## src/rtl/forward_hazard_ctrl.sv

```systemverilog
// rtl/forward_hazard_ctrl.sv - EX-stage forwarding selects, load-use stall and memory-busy freeze
// Tracks EX/MEM/WB producers and registers operand selects as an instruction enters EX.
module forward_hazard_ctrl (
  input  logic        clk_i,
  input  logic        rst_i,
  input  logic        id_valid_i,
  input  logic [4:0]  id_rs1_i,
  input  logic [4:0]  id_rs2_i,
  input  logic [4:0]  id_rd_i,
  input  logic        id_regwrite_i,
  input  logic        id_memread_i,
  input  logic        flush_i,
  input  logic        mem_busy_i,
  output logic [1:0]  fwd_a_o,
  output logic [1:0]  fwd_b_o,
  output logic        stall_o,
  output logic        freeze_o,
  output logic [15:0] stall_cnt_o
);

  typedef struct packed {
    logic       valid;
    logic [4:0] rd;
    logic       regwrite;
    logic       memread;
  } slot_t;

  typedef enum logic {RUN, MEM_WAIT} state_t;

  localparam logic [1:0] FWD_RF  = 2'b00;
  localparam logic [1:0] FWD_MEM = 2'b01;
  localparam logic [1:0] FWD_EX  = 2'b10;

  state_t      state_q, state_d;
  slot_t       ex_q, ex_d;
  slot_t       mem_q, mem_d;
  slot_t       wb_q, wb_d;
  logic [1:0]  fwd_a_q, fwd_a_d;
  logic [1:0]  fwd_b_q, fwd_b_d;
  logic [15:0] stall_cnt_q, stall_cnt_d;

  logic load_use;
  logic bubble;

  // x0 is hard-wired zero, so it never forwards and never stalls
  function automatic logic produces(input slot_t s, input logic [4:0] r);
    return s.valid && s.regwrite && (s.rd != 5'd0) && (s.rd == r);
  endfunction

  function automatic logic [1:0] fwd_sel(input slot_t ex, input slot_t mem, input logic [4:0] r);
    if (produces(ex, r)) begin
      return FWD_EX;
    end else if (produces(mem, r)) begin
      return FWD_MEM;
    end
    return FWD_RF;
  endfunction

  always_comb begin
    state_d     = state_q;
    ex_d        = ex_q;
    mem_d       = mem_q;
    wb_d        = wb_q;
    fwd_a_d     = fwd_a_q;
    fwd_b_d     = fwd_b_q;
    stall_cnt_d = stall_cnt_q;
    freeze_o    = 1'b0;
    stall_o     = 1'b0;
    load_use    = 1'b0;
    bubble      = 1'b0;

    if (rst_i) begin
      freeze_o = (state_q == MEM_WAIT) || mem_busy_i;
      load_use = ex_q.memread && (produces(ex_q, id_rs1_i) || produces(ex_q, id_rs2_i));
      stall_o  = !freeze_o && (state_q == RUN) && id_valid_i && !flush_i && load_use;

      // Both states leave on the same condition: wait while memory is busy
      state_d = mem_busy_i ? MEM_WAIT : RUN;

      if ((stall_o || freeze_o) && (stall_cnt_q != 16'hFFFF)) begin
        stall_cnt_d = stall_cnt_q + 16'd1;
      end

      if (!freeze_o) begin
        wb_d   = mem_q;
        mem_d  = ex_q;
        bubble = flush_i || stall_o || !id_valid_i;
        if (bubble) begin
          ex_d    = '0;
          fwd_a_d = FWD_RF;
          fwd_b_d = FWD_RF;
        end else begin
          ex_d    = '{valid: 1'b1, rd: id_rd_i, regwrite: id_regwrite_i, memread: id_memread_i};
          fwd_a_d = fwd_sel(ex_q, mem_q, id_rs1_i);
          fwd_b_d = fwd_sel(ex_q, mem_q, id_rs2_i);
        end
      end
    end
  end

  always_ff @(posedge clk_i) begin
    if (!rst_i) begin
      state_q     <= RUN;
      ex_q        <= '0;
      mem_q       <= '0;
      wb_q        <= '0;
      fwd_a_q     <= FWD_RF;
      fwd_b_q     <= FWD_RF;
      stall_cnt_q <= 16'd0;
    end else begin
      state_q     <= state_d;
      ex_q        <= ex_d;
      mem_q       <= mem_d;
      wb_q        <= wb_d;
      fwd_a_q     <= fwd_a_d;
      fwd_b_q     <= fwd_b_d;
      stall_cnt_q <= stall_cnt_d;
    end
  end

  assign fwd_a_o     = fwd_a_q;
  assign fwd_b_o     = fwd_b_q;
  assign stall_cnt_o = stall_cnt_q;

endmodule

```

## config.mk

```make
export PLATFORM = sky130hd
export DESIGN_NAME = forward_hazard_ctrl
export DESIGN_NICKNAME = d
export VERILOG_FILES = /design/src/rtl/forward_hazard_ctrl.sv
export SDC_FILE = /design/constraint.sdc
export NUM_CORES = 1
export LEC_CHECK = 0
export BUFFER_PORTS_ARGS = -buffer_cell sky130_fd_sc_hd__buf_4
export CELL_PAD_IN_SITES_DETAIL_PLACEMENT = 1
export CELL_PAD_IN_SITES_GLOBAL_PLACEMENT = 2
export CORE_ASPECT_RATIO = 1.2
export CORE_MARGIN = 3
export CORE_UTILIZATION = 35
export CTS_CLUSTER_DIAMETER = 120
export CTS_CLUSTER_SIZE = 28
export DETAILED_ROUTE_END_ITERATION = 12
export GPL_TIMING_DRIVEN = 0
export PLACE_DENSITY_LB_ADDON = 0.1
export SYNTH_ARGS = -nofsm -noshare
export SYNTH_HDL_FRONTEND = slang
export SYNTH_SLANG_ARGS = --single-unit
```

## constraint.sdc

```tcl
create_clock -name clk_i -period 5.1 [get_ports clk_i]
set_input_delay 0.51 -clock clk_i [delete_from_list [all_inputs] [get_ports clk_i]]
set_output_delay 0.51 -clock clk_i [all_outputs]
set_load 0.05 [all_outputs]
```

======== Yosys cells after proc, flatten, opt, wreduce, memory -nomap -nowiden ========
Index checks and enable logic that the tools add are counted.
storage, ports and cells
  logic and storage cells ................. 64
  register bits after elaboration ......... 36
operators by class
  bitwise logic cells ..................... 1
  multiplexer cells ....................... 22
  eq/ne operators ......................... 5
  reduce and logical (&&, ||, !) cells .... 24
  add/subtract/negate cells ............... 1
operators with widths
  cell                   count
  $eq 5x5->1             4
  $add 16x1->16 const B  1
  $mux 2                 8
  $ne 16x16->1 const B   1
  $logic_and 1x1->1      14
  $mux 1                 13
  $reduce_bool 5->1      2
  $mux 8                 1
  $logic_or 1x1->1       5
  $logic_not 1->1        3
  $not 1->1              1

======== Logic depth before layout (Yosys ltp) ========
Gate-level depths: netlist (run 1).
  depth in word-level cells ............... 13
  mapped depth ............................ 8
  depth with buffers taken out ............ 7

======== Worst setup path after synthesis (run 1) ========
No wires, ideal clock.
  kind .................................... input port to output port
  start ................................... input mem_busy_i
  end ..................................... output stall_o
  path buffers ............................ 0
  slack ................................... 2,593 ps
  arrival time ............................ 1,997 ps
  data required time ...................... 4,590 ps
  stages .................................. 3
  cell sequence ........................... nor2_1 nand3_1 nor2b_1
between the ends
  cells in the longest elaborated chain, start to end .. 7
RTL lines
  what                             line  RTL
  start, declared                  13    input logic mem_busy_i,
  $logic_or 1x1->1                 73    freeze_o = (state_q == MEM_WAIT) || mem_busy_i;
  $logic_not 1->1                  --
  $logic_and 1x1->1 (4 in series)  75    stall_o = !freeze_o && (state_q == RUN) && id_valid_i && !flush_i && load_use;
  $mux 1                           72    if (rst_i) begin
  end, declared                    16    output logic stall_o,
Every way passes these cells.

======== Worst setup path in the final report (run 1) ========
  start ................................... input mem_busy_i
  end ..................................... output freeze_o
between the ends
  cells in the longest elaborated chain, start to end .. 2
RTL lines
  what              line  RTL
  $logic_or 1x1->1  73
  $mux 1            72
  end, declared     17    output logic freeze_o,
Every way passes these cells.

==> flow_metrics.tcl, run 1 <==
set metrics [dict create \
    p_sw_mw 0.156 \
    ios 44 \
    ys_types 43 \
    synth_seq_cells 36 \
    via_count 1593 \
    outcome "finished, final reports clean" \
    cp_slowest_cell "nor2_1" \
    crit_chain "buf_4 -> nor2_1 -> nor2_1 -> clkbuf_1 -> buf_4" \
    crit_family "simple AND/OR/NAND/NOR gates" \
    viasPerCell 5.29 \
    core_um2 5010 \
    r2r_cells 7 \
    wl_per_cell_um 16.8 \
    synthCells 190 \
    max_stage_delay_ps 710 \
    critPathRequiredTime_ps 4590 \
    final_common_cell "buf_4" \
    arrival_ps 2110 \
    cp-startpoint "mem_busy_i" \
    grt_pass1_wl_mm 8.67 \
    slew_headroom 0.373 \
    initial_core_util 0.368 \
    cts_buffer_depth 2 \
    fillers 595 \
    drt_wl_total_mm 5.06 \
    seq_area_um2 721 \
    overflow 0 \
    skew_ps 10.4 \
    fin_crit_ps 2620 \
    cts.sinks 36 \
    p_total_mw 0.617 \
    ys_seq_area_frac 0.391 \
    port_buffers 43 \
    clockPowerShare 0.413 \
    htreeDepth 2 \
    groute.usage.overall 0.179 \
    p_sw_frac 0.254 \
    synth_edf_count 0 \
    p_int_mw 0.460 \
    post-place-ws_ps 2440 \
    setup_ws_ps 2480 \
    cts_resized 0 \
    grt_max_degree 13 \
    r2r_setup_slack_ps 2820 \
    cp_max_fo 10 \
    rsz0062_at_grt "false" \
    cts_made_buffers 5 \
    p_leak_nw 1.00 \
    setup_tns_ps 0 \
    crit_path_end "freeze_o" \
    regToRegStartpoint "ex_q[4]" \
    syn_nets 213 \
    p_per_area_nw_per_um2 262 \
    irDropWorstVdd_uv 113 \
    antenna_left 0 \
    layout-drive-gt1-share 0.270 \
    crit_buf_inv 3 \
    post_cts_buffers 0 \
    combPwrFrac 0.114 \
    maxCapViolations 0 \
    dr.pass1.iters 4 \
    hold_class "in2reg" \
    die_y_um 85.5 \
    final_cell_mix "43 x buf_4, 36 x dfxtp_1, 24 x nand2_1" \
    worstSetupPathDepth 5 \
    detail_route.iter0.violations 73 \
    cts_tree "yes" \
    reg2reg_to "stall_cnt_o[5]" \
    clk_latency_ps 290 \
    path_clk_slew_ps 80 \
    grt_pass1_vias 1752 \
    num_antenna_cells 0 \
    syn_area_per_cell_um2 9.69 \
    setup_viol_count_final 0 \
    post-dp-hpwl_mm 3.98 \
    worstSetupStartpointType "primary input" \
    multi_input_area_um2 1080 \
    netlist_area_um2 1840 \
    max_freq_ghz 0.382 \
    ys_warn_count 0 \
    antenna_found_initial 0 \
    area_delta_synth_final_pct 27.6 \
    maxSlewViolCount 0 \
    gp_congestion 0.842 \
    yosys_most_used_dff "dfxtp_1" \
    root_buffer "clkbuf_8" \
    nets 263 \
    endpoint_kind "output pin" \
    postCtsHoldBufs 0 \
    seqPwrFrac 0.473 \
    period_share 0.513 \
    die_area_um2 6170 \
    die_w_um 72.2 \
    worstMarginPinSlew_ps 937 \
    num_rows 28 \
    min-delay-start "id_rd_i[1]" \
    synthArstFlopShare 0 \
    drc 0 \
    hold_viol_final 0 \
    path_class "in2out" \
]
## worst min path at each step
stage / endpoint / slack, ps / depth (start not counted)
after global placement: mem_q[1] / 450 / 2
final: ex_q[3] / 420 / 2
after floorplan: mem_q[1] / 440 / 2
after detailed placement: mem_q[1] / 460 / 2
after CTS: ex_q[3] / 420 / 2
after global routing: ex_q[6] / 420 / 2
## worst reg2reg max path: stages (launching register included)
cell and delay [ps]:
dfxtp_1 500, xnor2_1 180, nand3_1 140, nor3_4 340
o2111ai_4 280, a21oi_4 370, and3_1 220, mux2i_1 170
## power by group through the flow
| stage | Combinational, mW | Sequential, mW | Clock, mW |
|---|---|---|---|
| global placement | 0.0690 | 0.298 | 0 |
| finish | 0.0703 | 0.292 | 0.255 |
| floorplan | 0.0346 | 0.305 | 0 |
| global route | 0.0777 | 0.293 | 0.270 |
| CTS | 0.0718 | 0.292 | 0.257 |
| detailed placement | 0.0716 | 0.298 | 0 |
## cell families (layout without fill, tap and decap cells)
kind of cell / after synthesis / after routing / share of synthesized area
mux: 7 / 7 / 0.0380
flops: 36 / 36 / 0.391
simple gates: 74 / 74 / 0.215
buf+inv: 8 / 59 / 0.0224
xor+xnor: 26 / 26 / 0.124
compound gates: 38 / 38 / 0.203
fa+ha+maj: 1 / 1 / 0.00679
## state kept, by name, summed over array words and instances, names as in the netlist
register	count
fwd_a_o	2
fwd_b_o	2
stall_cnt_o	16
ex_q	8
state_q	1
mem_q	7
## Yosys cell counts, drive strengths merged (2+ instances only)
library cell / number / share of area
a2111oi: 4 / 0.039
a211oi: 3 / 0.019
a21bo: 2 / 0.011
a21oi: 10 / 0.033
a22o: 9 / 0.043
a32o: 2 / 0.011
and2: 3 / 0.010
and3: 6 / 0.020
and4: 2 / 0.0095
buf: 2 / 0.0054
clkbuf: 4 / 0.0081
dfxtp: 36 / 0.39
mux2i: 7 / 0.038
nand2: 24 / 0.049
nand2b: 6 / 0.020
nand3: 10 / 0.027
nand3b: 2 / 0.0081
nand4: 3 / 0.010
nor2: 10 / 0.020
nor2b: 2 / 0.0068
nor3: 2 / 0.018
xnor2: 18 / 0.086
xor2: 8 / 0.038
## cell type report
cell class	instances	share of cell area
well taps	60	0.0319
plain buffers	7	0.0160
clock buffers	5	0.0293
repair buffers	43	0.137
inverters	1	0.00160
clock inverters	3	0.0181
multi-input cells	146	0.459
flip-flops and latches	36	0.307
## routing by layer
metal / track usage / part of all wire
met2: 0.331 / 0.56
met4: 0.0513 / 0.011
met1: 0.202 / 0.39
met5: 0 / 0
met3: 0.0367 / 0.035
## through the flow
stage                     utilization  std cells  cell area [µm²]  hold slack [ps]
after floorplan                     -        190             1840              437
after global placement          0.447        293             2240              450
after detailed placement        0.447        293             2240              457
after CTS                       0.469        301             2350              418
after global routing            0.469        301             2350              422
final                           0.469        301             2350              422
Power figures use the tool's default switching activity.
==> run 2: changes to the inputs <==
CORE_UTILIZATION = 29   (was 35)
clock period = 2.1 ns   (was 5.1 ns; I/O delays follow)
==> flow_metrics.tcl, run 2 (synthesized netlist as in run 1, its figures left out) <==
set metrics [dict create \
    final_cell_area_um2 2530 \
    skew_ps 3.71 \
    drc 0 \
    cts.sinks 36 \
    arrival_ps 2250 \
    grt_pass1_wl_mm 8.36 \
    area_delta_synth_final_pct 37.2 \
    antenna_found_initial 0 \
    drt_wl_total_mm 5.04 \
    hold_viol_final 0 \
    cts_made_buffers 5 \
    overflow 0 \
    critPathRequiredTime_ps 2280 \
    dp_cells 315 \
    core_um2 6090 \
    layout-drive-gt1-share 0.385 \
    groute.usage.overall 0.148 \
    cp_max_fo 7 \
    post-place-ws_ps -226 \
    gp_congestion 0.696 \
    r2r_setup_slack_ps 30 \
    period_share 0.987 \
    reg2reg_to "stall_cnt_o[8]" \
    max_freq_ghz 0.483 \
    port_buffers 43 \
    rsz0062_at_grt "true" \
    viasPerCell 4.82 \
    hold_class "in2reg" \
    htreeDepth 2 \
    fillers 721 \
    die_y_um 93.3 \
    p_leak_nw 1.07 \
    path_clk_slew_ps 70 \
    num_rows 31 \
    whs_path_depth 2 \
    num_antenna_cells 0 \
    dr.pass1.iters 4 \
    detail_route.iter0.violations 42 \
    die_area_um2 7350 \
    irDropWorstVdd_uv 253 \
    p_per_area_nw_per_um2 560 \
    worstMarginPinSlew_ps 482 \
    regToRegStartpoint "ex_q[4]" \
    fin_crit_ps 2070 \
    grt_pass1_vias 1608 \
    via_count 1586 \
    hold_end "ex_q[5]" \
    postPlaceCellArea_um2 2280 \
    largest_reg_flops 16 \
    grt_max_degree 12 \
    wl_per_cell_um 15.3 \
    nets 269 \
    initial_core_util 0.302 \
    outcome "finished, final reports clean" \
    antenna_left 0 \
    clk_latency_ps 290 \
    seq_area_um2 748 \
    path_class "reg2reg" \
    die_w_um 78.8 \
    maxCapViolations 0 \
    multi_input_area_um2 1160 \
    final_cell_mix "47 x buf_4, 24 x nand2_1, 24 x dfxtp_1" \
    root_buffer "clkbuf_8" \
    endpoint_kind "register" \
    final_common_cell "buf_4" \
    r2r_cells 7 \
    setup_ws_ps 28.0 \
    post-route-util 0.415 \
    cts_buffer_depth 2 \
    ios 44 \
    worstSetupStartpointType "register" \
    slew_headroom 0.679 \
    cts_tree "yes" \
    min-delay-start "id_rd_i[3]" \
    setup_viol_count_final 0 \
    maxSlewViolCount 0 \
    post-dp-hpwl_mm 3.76 \
    final_cells 329 \
]
[run 2: worst max path at each step]
| stage | to | cells after the start | start |
|---|---|---|---|
| floorplan | stall_cnt_o[5] | 8 | stall_cnt_o[5] |
| global placement | stall_cnt_o[5] | 7 | ex_q[5] |
| detailed placement | stall_cnt_o[5] | 7 | ex_q[5] |
| CTS | stall_cnt_o[5] | 7 | ex_q[2] |
| global route | stall_cnt_o[14] | 7 | ex_q[4] |
| finish | stall_cnt_o[8] | 7 | ex_q[4] |
[run 2: per-stage QoR]
stage	total power, mW	hold slack (ps)	TNS, ps
floorplan	0.824	332	0
global placement	0.898	420	-2350
detailed placement	0.899	425	-2440
CTS	1.44	115	0
global route	1.50	109	-645
finish	1.41	123	0
[run 2: layout make-up]
type / count / share of cell area
Clock buffer: 6 / 0.0327
Buffer: 7 / 0.0158
Multi-Input combinational cell: 146 / 0.461
Timing Repair Buffer: 49 / 0.149
Sequential cell: 36 / 0.296
Clock inverter: 2 / 0.00396
Tap cell: 82 / 0.0406
Inverter: 1 / 0.00149
[run 2: layer usage]
layer / up-vias / part of all wire / GRT usage
met5: - / 0 / 0
met4: 0 / 0.011 / 0.0481
met3: 5 / 0.041 / 0.0376
met2: 30 / 0.53 / 0.261
met1: 761 / 0.42 / 0.174
li1: 790 / - / -
[run 2: power by group]
part / internal (mW) / leakage [nW] / switching (mW)
registers: 0.690 / 0.299 / 0.0167
logic: 0.0856 / 0.716 / 0.104
clock network: 0.262 / 0.0510 / 0.257
total: 1.04 / 1.07 / 0.378
[run 2: what timing repair did]
item	CTS	global route
resized for setup	7	21
hold buffers	0	0
buffers inserted	4	2
pin swaps	5	19
cloned	0	0
setup endpoints to repair	18	18
[run 2: critical path, stage by stage, from the launching register on]
cell       delay (ps)
dfxtp_4           380
xnor2_2           170
nand3_2           120
nor3_4            300
o2111ai_4         270
a211oi_4          440
nand3_1           140
mux2i_1           140
==> run 3: changes to the inputs <==
MAX_ROUTING_LAYER = met4   (was default)
==> flow_metrics.tcl, run 3 (synthesized netlist as in run 1, its figures left out) <==
set metrics [dict create \
    outcome "finished, final reports clean" \
    rsz0062_at_grt "true" \
    final_cell_mix "47 x buf_4, 24 x nand2_1, 24 x dfxtp_1" \
    clk_latency_ps 290 \
    slew_headroom 0.679 \
    layout-drive-gt1-share 0.385 \
    grt_max_degree 12 \
    antenna_found_initial 0 \
    p_per_area_nw_per_um2 560 \
    drc 0 \
    fin_crit_ps 2080 \
    die_w_um 78.8 \
    hold_viol_final 0 \
    grt_pass1_wl_mm 8.36 \
    root_buffer "clkbuf_8" \
    cp_slowest_cell "a211oi_4" \
    combPwrFrac 0.134 \
    groute.usage.overall 0.152 \
    worstSetupStartpointType "register" \
    die_area_um2 7350 \
    fillers 721 \
    p_int_mw 1.04 \
    maxSlewViolCount 0 \
    endpoint_kind "register" \
    maxCapViolations 0 \
    cts_tree "yes" \
    post-dp-hpwl_mm 3.76 \
    p_leak_nw 1.07 \
    setup_viol_count_final 0 \
    via_count 1593 \
    port_buffers 43 \
    core_um2 6090 \
    grt_pass1_vias 1603 \
    dr.pass1.iters 4 \
    wl_per_cell_um 15.3 \
    ios 44 \
    htreeDepth 2 \
    final_common_cell "buf_4" \
    area_delta_synth_final_pct 37.2 \
    clockPowerShare 0.367 \
    largest_reg_flops 16 \
    max_stage_delay_ps 440 \
    seqPwrFrac 0.499 \
    path_class "reg2reg" \
    gp_congestion 0.703 \
    postCtsHoldBufs 0 \
    cp_max_fo 7 \
    detail_route.iter0.violations 45 \
    skew_ps 4.68 \
    max_freq_ghz 0.481 \
    period_share 0.989 \
    num_antenna_cells 0 \
    overflow 0 \
    cts_made_buffers 5 \
    nets 269 \
    final_cell_area_um2 2530 \
    cts.sinks 36 \
    postPlaceCellArea_um2 2280 \
    hold_class "in2reg" \
    path_clk_slew_ps 80 \
    viasPerCell 4.84 \
    cts_buffer_depth 2 \
    drt_wl_total_mm 5.03 \
    p_total_mw 1.42 \
    post-route-util 0.415 \
    critPathRequiredTime_ps 2280 \
    die_y_um 93.3 \
    final_cells 329 \
    dp_cells 315 \
    crit_chain "xnor2_2 -> nand3_2 -> nor3_4 -> o2111ai_4 -> a211oi_4 -> nand3_1 -> mux2i_1" \
    irDropWorstVdd_uv 252 \
    p_sw_frac 0.267 \
    arrival_ps 2260 \
    p_sw_mw 0.378 \
    worstMarginPinSlew_ps 481 \
    initial_core_util 0.302 \
    antenna_left 0 \
    num_rows 31 \
]
## run 3: area by class of cell
type                    instances  area, µm²  area share
multi-input cells             146       1160       0.461
flip-flops and latches         36        748       0.296
repair buffers                 49        375       0.149
well taps                      82        103      0.0406
clock buffers                   6       82.6      0.0327
plain buffers                   7       40.0      0.0158
clock inverters                 2       10.0     0.00396
inverters                       1       3.75     0.00149
## run 3: per-stage QoR
stage	setup WS, ps	hold WS, ps	TNS (ps)
floorplan	13.3	332	0
global placement	-225	420	-2350
detailed placement	-226	425	-2440
CTS	2.48	115	0
global route	-110	109	-648
finish	22.8	123	0
## run 3: repair_timing
action	in CTS	in global routing
buffers inserted	4	2
endpoints found under the hold margin	0	0
resized for setup	7	21
endpoints found under the setup margin	18	18
pin swaps	5	19
## run 3: critical path, delay by kind of cell, from the launching register on
family	cells	cell delay [ps]
AO/OA/AOI/OAI	2	710
XOR/XNOR	1	170
flip-flops	1	380
multiplexers	1	140
AND/OR/NAND/NOR	3	560
## run 3: power groups by stage
stage	registers (mW)	logic [mW]	clock network, mW
2_1_floorplan	0.740	0.0840	0
3_3_place_gp	0.725	0.172	0
3_5_place_dp	0.725	0.173	0
4_1_cts	0.710	0.178	0.547
5_1_grt	0.709	0.206	0.585
6_report	0.706	0.190	0.519
## run 3: final timing paths
kind | startpoint | end | slack [ps] | cells past startpoint
worst min-delay path | id_rd_i[3] | ex_q[5] | 120 | 2
worst min register to register | fwd_a_o[1] | fwd_a_o[1] | 470 | 1
worst max-delay path | ex_q[4] | stall_cnt_o[8] | 20 | 7
worst max register to register | ex_q[4] | stall_cnt_o[8] | 20 | 7
## run 3: metal layers
layer  part of all wire  global-route usage  vias to the layer above  wire [µm]
met5                  0                   -                        -          0
met1               0.42               0.175                      767       2120
li1                   -                   -                      791          -
met4              0.011              0.0481                        0         56
met3              0.038              0.0366                        5        192
met2               0.53               0.260                       30       2660
